[config.mk]
export PLATFORM = sky130hd
export DESIGN_NAME = running_total_count
export DESIGN_NICKNAME = d
export VERILOG_FILES = /design/src/rtl/running_total_count.sv
export SDC_FILE = /design/constraint.sdc
export NUM_CORES = 1
export LEC_CHECK = 0
export ABC_AREA = 1
export BUFFER_PORTS_ARGS = -buffer_cell sky130_fd_sc_hd__buf_2
export CORE_MARGIN = 2
export CORE_UTILIZATION = 56
export CTS_BUF_LIST = sky130_fd_sc_hd__clkbuf_16
export CTS_CLUSTER_SIZE = 24
export DETAILED_ROUTE_END_ITERATION = 8
export GPL_TIMING_DRIVEN = 0
export PLACE_DENSITY = 0.82
export SLEW_MARGIN = 20
export SYNTH_ARGS = -nofsm -noshare
export SYNTH_HDL_FRONTEND = slang
export SYNTH_SLANG_ARGS = --single-unit
[constraint.sdc]
create_clock -name clk -period 1.8 [get_ports clk]
set_input_delay 0.18 -clock clk [delete_from_list [all_inputs] [get_ports clk]]
set_output_delay 0.18 -clock clk [all_outputs]
set_load 0.01 [all_outputs]
[src/rtl/running_total_count.sv]
// Push-button running total and press counter: synchronised, debounced active-low
// add button, one accept per press, wrap or saturate arithmetic with sticky overflow.
module running_total_count #(
  parameter int unsigned DATA_W   = 8,
  parameter int unsigned TOTAL_W  = 16,
  parameter int unsigned COUNT_W  = 8,
  parameter int unsigned DEBOUNCE = 4,
  parameter int unsigned SAT_MODE = 0
) (
  input  logic               clk,
  input  logic               rst,
  input  logic               add_n,
  input  logic [DATA_W-1:0]  value,
  input  logic               clear,
  output logic [TOTAL_W-1:0] total,
  output logic [COUNT_W-1:0] count,
  output logic               overflow,
  output logic               accept
);

  localparam int unsigned LW = $clog2(DEBOUNCE + 1);

  typedef enum logic [1:0] {
    IDLE   = 2'd0,
    ARMING = 2'd1,
    HELD   = 2'd2
  } state_t;

  state_t             state;
  state_t             state_next;
  logic               s1;
  logic               s2;
  logic [LW-1:0]      lowcnt;
  logic [LW:0]        lowcnt_inc;
  logic               low_reached;
  logic               take;

  logic [TOTAL_W:0]   tot_sum;
  logic [COUNT_W:0]   cnt_sum;
  logic               tot_ovf;
  logic               cnt_ovf;
  logic [TOTAL_W-1:0] tot_next;
  logic [COUNT_W-1:0] cnt_next;

  always_ff @(posedge clk or posedge rst) begin
    if (rst) begin
      s1 <= 1'b1;
      s2 <= 1'b1;
    end else begin
      s1 <= add_n;
      s2 <= s1;
    end
  end

  // low_reached counts the current sample, so DEBOUNCE == 1 accepts straight from IDLE
  assign lowcnt_inc  = {1'b0, lowcnt} + (LW + 1)'(1);
  assign low_reached = (lowcnt_inc >= (LW + 1)'(DEBOUNCE));

  always_ff @(posedge clk or posedge rst) begin
    if (rst) begin
      lowcnt <= '0;
    end else if (s2) begin
      lowcnt <= '0;
    end else if (lowcnt_inc <= (LW + 1)'(DEBOUNCE)) begin
      lowcnt <= lowcnt_inc[LW-1:0];
    end
  end

  always_ff @(posedge clk or posedge rst) begin
    if (rst) begin
      state <= IDLE;
    end else begin
      state <= state_next;
    end
  end

  always_comb begin
    state_next = state;
    take       = 1'b0;
    case (state)
      IDLE: begin
        if (!s2) begin
          if (low_reached) begin
            take       = 1'b1;
            state_next = HELD;
          end else begin
            state_next = ARMING;
          end
        end
      end
      ARMING: begin
        if (s2) begin
          state_next = IDLE;
        end else if (low_reached) begin
          take       = 1'b1;
          state_next = HELD;
        end
      end
      HELD: begin
        if (s2) begin
          state_next = IDLE;
        end
      end
      default: begin
        state_next = IDLE;
      end
    endcase
  end

  // One extra carry bit per field: the carry is the overflow flag in both modes
  assign tot_sum  = {1'b0, total} + (TOTAL_W + 1)'(value);
  assign cnt_sum  = {1'b0, count} + (COUNT_W + 1)'(1);
  assign tot_ovf  = tot_sum[TOTAL_W];
  assign cnt_ovf  = cnt_sum[COUNT_W];
  assign tot_next = ((SAT_MODE != 0) && tot_ovf) ? '1 : tot_sum[TOTAL_W-1:0];
  assign cnt_next = ((SAT_MODE != 0) && cnt_ovf) ? '1 : cnt_sum[COUNT_W-1:0];

  // clear takes priority over a coincident accept; the FSM still consumes that press
  always_ff @(posedge clk or posedge rst) begin
    if (rst) begin
      total    <= '0;
      count    <= '0;
      overflow <= 1'b0;
      accept   <= 1'b0;
    end else if (clear) begin
      total    <= '0;
      count    <= '0;
      overflow <= 1'b0;
      accept   <= 1'b0;
    end else begin
      accept <= take;
      if (take) begin
        total    <= tot_next;
        count    <= cnt_next;
        overflow <= overflow | tot_ovf | cnt_ovf;
      end
    end
  end

endmodule

==> key figures, run 1 <==
Route
  – Drc violations: 0
  – WL per Instance: 13.0 um
  – Detailed Route Iter0 Violations: between 150 and 200
  – Via density: about 5.3
  – ANT nets after route: 0
  – DR vias: ~1900
  – DR pass1 iterations: 4
  – Final WL: between 4 and 5 mm

Clock tree
  – Clock sinks: 33
  – Clk buf depth: 2
  – Total CTS buffers: 5
  – Worst-Skew Late Latency: approximately 0.28 ns
  – H-tree depth: 2
  – CTS tree: done
  – Root Buffer: clkbuf_16
  – Clock-pin slew on the worst setup and hold paths: ~0.050 ns

Synth
  – Synth Area in Simple Gates: 0.329
  – Post-Synth Adder-Cell Area: 0.0739
  – Distinct cell type count after synthesis: 37
  – Syn Std Cell Area: around 2100 sq um
  – #FFs+latches synth: 33
  – Largest family of logic cells by synthesized area: simple AND/OR/NAND/NOR gates
  – Syn Inst Count: about 270
  – Mux share of post-synthesis cell area: 0
  – Post-synthesis compound-gate area fraction: 0.0979
  – Syn Nets: 296
  – Xor and xnor area share after synthesis: 0.0246
  – Post-synthesis sequential area ratio: 0.388
  – Synthesized area per cell: just under 8 sq um
  – Yosys Warn Count: 0

STA
  – Clock Skew: ~0.0037 ns
  – Fmax: 582 MHz
  – Hold Vio Cnt, Final: 0
  – Max-slew violations: 0
  – Final period utilization: 0.954
  – Minimum clock period: around 1.7 ns
  – Setup tns final: 0 ns
  – Endpoints failing setup: 0
  – Slew headroom: 0.535
  – Worst Max-Slew Pin Slew: about 0.70 ns
  – Final WS setup: ~0.083 ns

Power and ir drop
  – VDD IR-drop max: 460 uV
  – P_leak: ~1.4 nW
  – Power Dens Cells: about 730 nW/um^2
  – Total power draw: 1.89 mW

Setup path
  – Slowest stage delay, CP: about 0.42 ns
  – Worst path slowest cell: fa_2
  – CP startpoint kind: flop
  – Critical-path maximum fanout: 3
  – Crit. End Element: flop
  – Worst Path Arrival: 1.88 ns
  – Critical path buffers and inverters: 1
  – CP cell instances: ha_4 -> inv_1 -> fa_2 -> nor2_2 -> or2_2 -> nand2_1 -> nand2_1 -> nand2_1 -> nand2_1 -> o21ai_1
  – CP top delay family: adder cells
  – Crit path required time: around 2.0 ns
  – Crit Path Category: flop to flop
  – Top cell by count, worst path: nand2_1

Place
  – Port buffer count: 37
  – GPL Wtd Cong: around 0.9
  – DP HPWL: about 3.5 mm
  – Dpl ws: -0.0381 ns
  – Placed cell count: 357

Finish
  – Fraction of layout cells with a size suffix above 1: 0.252
  – Area growth, synth to finish: 21.3%
  – Finished Layout Cells: between 300 and 400
  – Ant diodes: 0
  – NumNets Final: 344

Floorplanning
  – Initial Util: 0.583
  – Die width: ~66 um
  – Chip Height: ~66 um
  – IO Pins: 38
  – Core Area: between 3000 and 4000 sq um
  – Die ar.: between 4000 and 5000 sq um
  – Core Rows: 22

Global routing
  – Initial antenna violation count: 0
  – Global-route wire length before repair: slightly below 8 mm
  – Gr usage total: 0.244
  – GRT overflow: 0
  – Largest net degree at the start of global routing: 34
  – Vias in the first global route: between 1500 and 2000

Flow run
  – Max Cap Viol: 0

Status
  – Outcome: finished clean

Worst hold path
  – Worst hold path class: input pin to async pin
-- worst paths after layout --
path | slack, ns | startpoint | end | cells after the start
max reg2reg | 0.08 | total[0] | total[6] | 10
max in group asynchronous | 1.35 | rst | total[4] | 2
min | 0.006 | rst | count[5] | 2
max | 0.08 | total[0] | total[6] | 10
min reg2reg | 0.35 | s1 | s2 | 0
min in group clk | 0.18 | clear | accept | 2
-- synth_stat cells, drive strengths merged --
| library cell | n | area (sq um) |
|---|---|---|
| inv | 38 | 148 |
| o21a | 1 | 7.51 |
| dfstp | 2 | 52.6 |
| nand3 | 27 | 180 |
| a21boi | 1 | 7.51 |
| xnor2 | 4 | 35.0 |
| xor2 | 2 | 17.5 |
| nand3b | 2 | 15.0 |
| a22o | 2 | 17.5 |
| ha | 11 | 138 |
| o21ai | 16 | 87.6 |
| fa | 1 | 20.0 |
| a31oi | 1 | 6.26 |
| dfrtp | 31 | 776 |
| nand2 | 79 | 325 |
| o31ai | 3 | 22.5 |
| nor2 | 33 | 159 |
| a21oi | 10 | 53.8 |
| o22ai | 1 | 6.26 |
| nand4 | 1 | 6.26 |
| nor3 | 2 | 10.0 |
| buf | 3 | 36.3 |
| or2 | 1 | 6.26 |
-- stage by stage --
step,hold slack [ns],utilization,area [sq um]
after detailed placement,0.289,0.650,2380
after floorplan,0.184,-,2130
after global routing,0.0771,0.707,2590
after CTS,0.0377,0.692,2530
final,0.00552,0.707,2590
after global placement,0.285,0.650,2380
-- registers in the layout, indices dropped and copies added (netlist names) --
| register | cells |
|---|---|
| state | 2 |
| overflow | 1 |
| count | 8 |
| accept | 1 |
| s2 | 1 |
| lowcnt | 3 |
| s1 | 1 |
| total | 16 |
-- metal layers --
metal / up-vias / global-route usage / wire (um)
li1: 974 / - / -
met1: 893 / 0.296 / 1990
met2: 67 / 0.405 / 2420
met3: 11 / 0.0651 / 287
met4: 0 / 0.104 / 87
met5: - / 0 / 0
-- cells in the final DEF, fill, tap and decap left out, types with 3 or more instances in the layout --
master      n
nand2_2     5
nand3_2     6
buf_2      38
buf_4       3
dfrtp_1    31
inv_1      35
a21oi_1     9
o21ai_1    10
nor2_1     29
clkbuf_16   5
ha_1        9
nand2_1    72
o21ai_0     4
o31ai_1     3
nand3_1    19
inv_2       3
xnor2_1     4
-- area by class of cell --
type,count,area (sq um)
multi-input combinational,198,1160
inverter,38,148
buffer,3,36.3
tap,48,60.1
timing repair buffer,41,218
sequential,33,828
clock inverter,3,15.0
clock buffer,5,125
fill,297,1070
-- cells by family after synthesis --
kind of cell / count (synthesis)
compound gates: 35
xor+xnor: 6
fa+ha+maj: 12
buf+inv: 41
flops: 33
simple gates: 145
-- where the power goes --
group,leakage (nW),total (mW),internal [mW],switching (mW)
Clock,0.0687,0.812,0.502,0.311
Combinational,0.838,0.268,0.104,0.164
Sequential,0.449,0.806,0.774,0.0323
Total,1.36,1.89,1.38,0.507
-- what timing repair did --
| item | CTS | global route |
|---|---|---|
| setup endpoints to repair | 3 | 8 |
| buffers inserted | 0 | 3 |
| hold buffers | 1 | 0 |
| resized for setup | 2 | 9 |
| pin swaps | 0 | 4 |
| endpoints found under the hold margin | 1 | 0 |
| gates cloned | 0 | 0 |
Power figures use the tool's default switching activity.
==> inputs of run 2 (changes only) <==
Settings changed: RECOVER_POWER from default to 25.
==> key figures, run 2 (synthesis results as in run 1) <==
Floorplanning
  – Core Rows: 22
  – IO Pins: 38
  – Core Area: roughly 3700 sq um
  – Die width: roughly 66 um
  – Initial Util: 0.583
  – Chip Height: ~66 um
  – Die ar.: 4320 sq um

Finish
  – Max reg flops: 16
  – Register area: around 830 sq um
  – Finished Layout Cells: approximately 370
  – Largest Register: total
  – NumNets Final: around 340
  – Ant diodes: 0
  – Multi-input logic area: about 1200 sq um
  – Top Registers: total: 16 flops, count: 8 flops, lowcnt: 3 flops
  – Layout Utilization: 0.707
  – Fill cells: between 200 and 300
  – Commonest cells after routing, fill and taps aside: nand2_1 (72), buf_2 (38), inv_1 (36)
  – Final Cell Area: approximately 2600 sq um
  – Commonest non-fill, non-tap cell in the layout: nand2_1
  – Fraction of layout cells with a size suffix above 1: 0.249
  – Area growth, synth to finish: 21.3%

Worst hold path
  – Worst hold path class: input pin to flop
  – Hold EP: accept
  – Hold Crit Start: clear
  – Hold Path Depth: 2

Route
  – ANT nets after route: 0
  – Drc violations: 0
  – DR pass1 iterations: 4
  – Via density: 5.28
  – Final WL: 4.79 mm
  – Detailed Route Iter0 Violations: roughly 150
  – DR vias: 1947
  – WL per Instance: 13.0 um

Setup path
  – Critical-path maximum fanout: 3
  – R2R setup slack: about 0.084 ns
  – Worst path slowest cell: fa_2
  – Reg-to-reg endpoint: total[6]
  – FF-to-FF path depth: 10
  – Crit Path Category: flop to flop
  – CP startpoint kind: flop
  – Top cell by count, worst path: nand2_1
  – Slowest stage delay, CP: about 0.42 ns
  – Crit path required time: a little under 2 ns
  – Worst Path Arrival: between 1.5 and 2 ns
  – Reg-to-reg critical path startpoint: total[0]
  – CP cell instances: ha_4 -> inv_1 -> fa_2 -> nor2_2 -> or2_2 -> nand2_1 -> nand2_1 -> nand2_1 -> nand2_1 -> o21ai_1
  – Crit. End Element: flop

Flow run
  – Max Cap Viol: 0

Global routing
  – Gr usage total: 0.244
  – Initial antenna violation count: 0
  – Global-route wire length before repair: just under 8 mm
  – GRT overflow: 0
  – Vias in the first global route: approximately 1800
  – Largest net degree at the start of global routing: 34

STA
  – Hold Vio Cnt, Final: 0
  – Worst Max-Slew Pin Slew: approximately 1.3 ns
  – Fmax: 583 MHz
  – Final period utilization: 0.953
  – Slew headroom: 0.164
  – Max-slew violations: 0
  – Minimum clock period: ~1.7 ns
  – Clock Skew: around 0.0037 ns
  – Hold WS: about 0.18 ns
  – Endpoints failing setup: 0

Clock tree
  – Clock-pin slew on the worst setup and hold paths: 0.05 ns
  – Root Buffer: clkbuf_16
  – Clk buf depth: 2
  – Clock sinks: 33
  – Total CTS buffers: 5
  – H-tree depth: 2
  – CTS tree: done
  – Worst-Skew Late Latency: around 0.28 ns

Power and ir drop
  – Seq pwr share: 0.427
  – Power Dens Cells: roughly 730 nW/um^2
  – P_leak: 1.36 nW
  – Combinational cell fraction of total power: 0.142
  – Clk pwr share: 0.431
  – Int Pwr: 1.38 mW
  – Net Sw Frac: 0.269
  – Sw Pwr: roughly 0.51 mW
  – Total power draw: 1.89 mW
  – VDD IR-drop max: 459 uV

Place
  – Placed Area: 2380 sq um
  – DP HPWL: between 3 and 4 mm
  – Port buffer count: 37
  – GPL Wtd Cong: between 0.8 and 0.9
  – Placed cell count: about 360

Status
  – Outcome: finished clean
-- run 2: worst max path at each step --
stage / from / end / cells past startpoint
4_1_cts: total[0] / total[12] / 9
3_3_place_gp: total[0] / total[12] / 9
2_1_floorplan: total[0] / total[12] / 9
3_5_place_dp: total[0] / total[12] / 9
6_report: total[0] / total[6] / 10
5_1_grt: total[0] / total[8] / 9
-- run 2: layout make-up --
type	instances	share of cell area
multi-input cells	198	0.448
flip-flops and latches	33	0.320
repair buffers	41	0.0841
inverters	38	0.0570
clock buffers	5	0.0483
well taps	48	0.0232
plain buffers	3	0.0140
clock inverters	3	0.00580
-- run 2: what timing repair did --
item                       4_1_cts  5_1_grt
hold buffers                     1        0
pin swaps                        0        4
hold endpoints to repair         1        0
buffers inserted                 0        3
gates resized for setup          2        9
gates cloned                     0        0
setup endpoints to repair        3        8
-- run 2: power groups by stage --
stage | Clock, mW | Combinational [mW] | Sequential [mW]
floorplan | 0 | 0.187 | 0.818
global placement | 0 | 0.249 | 0.815
detailed placement | 0 | 0.258 | 0.818
CTS | 0.832 | 0.263 | 0.805
global route | 0.852 | 0.306 | 0.809
finish | 0.812 | 0.268 | 0.806
-- run 2: per-stage QoR --
step / setup TNS [ns] / worst slack (ns)
2_1_floorplan: 0 / 0.144
3_3_place_gp: 0 / 0.0254
3_5_place_dp: -0.0381 / -0.0381
4_1_cts: 0 / 0.0293
5_1_grt: -0.106 / -0.0327
6_report: 0 / 0.0840
-- run 2: critical path, delay by kind of cell, from the launching register on --
kind                     cells  cell delay (ns)
AO/OA/AOI/OAI                1             0.05
flip-flops                   1             0.39
buffers and inverters        1             0.06
AND/OR/NAND/NOR              6             0.52
adder cells (fa/ha/maj)      2             0.58
-- run 2: layer usage --
layer,vias to the layer above,global-route usage,part of all wire
met5,-,0,0
met4,0,0.104,0.018
met3,11,0.0651,0.063
met2,70,0.405,0.51
met1,893,0.296,0.41
li1,973,-,-
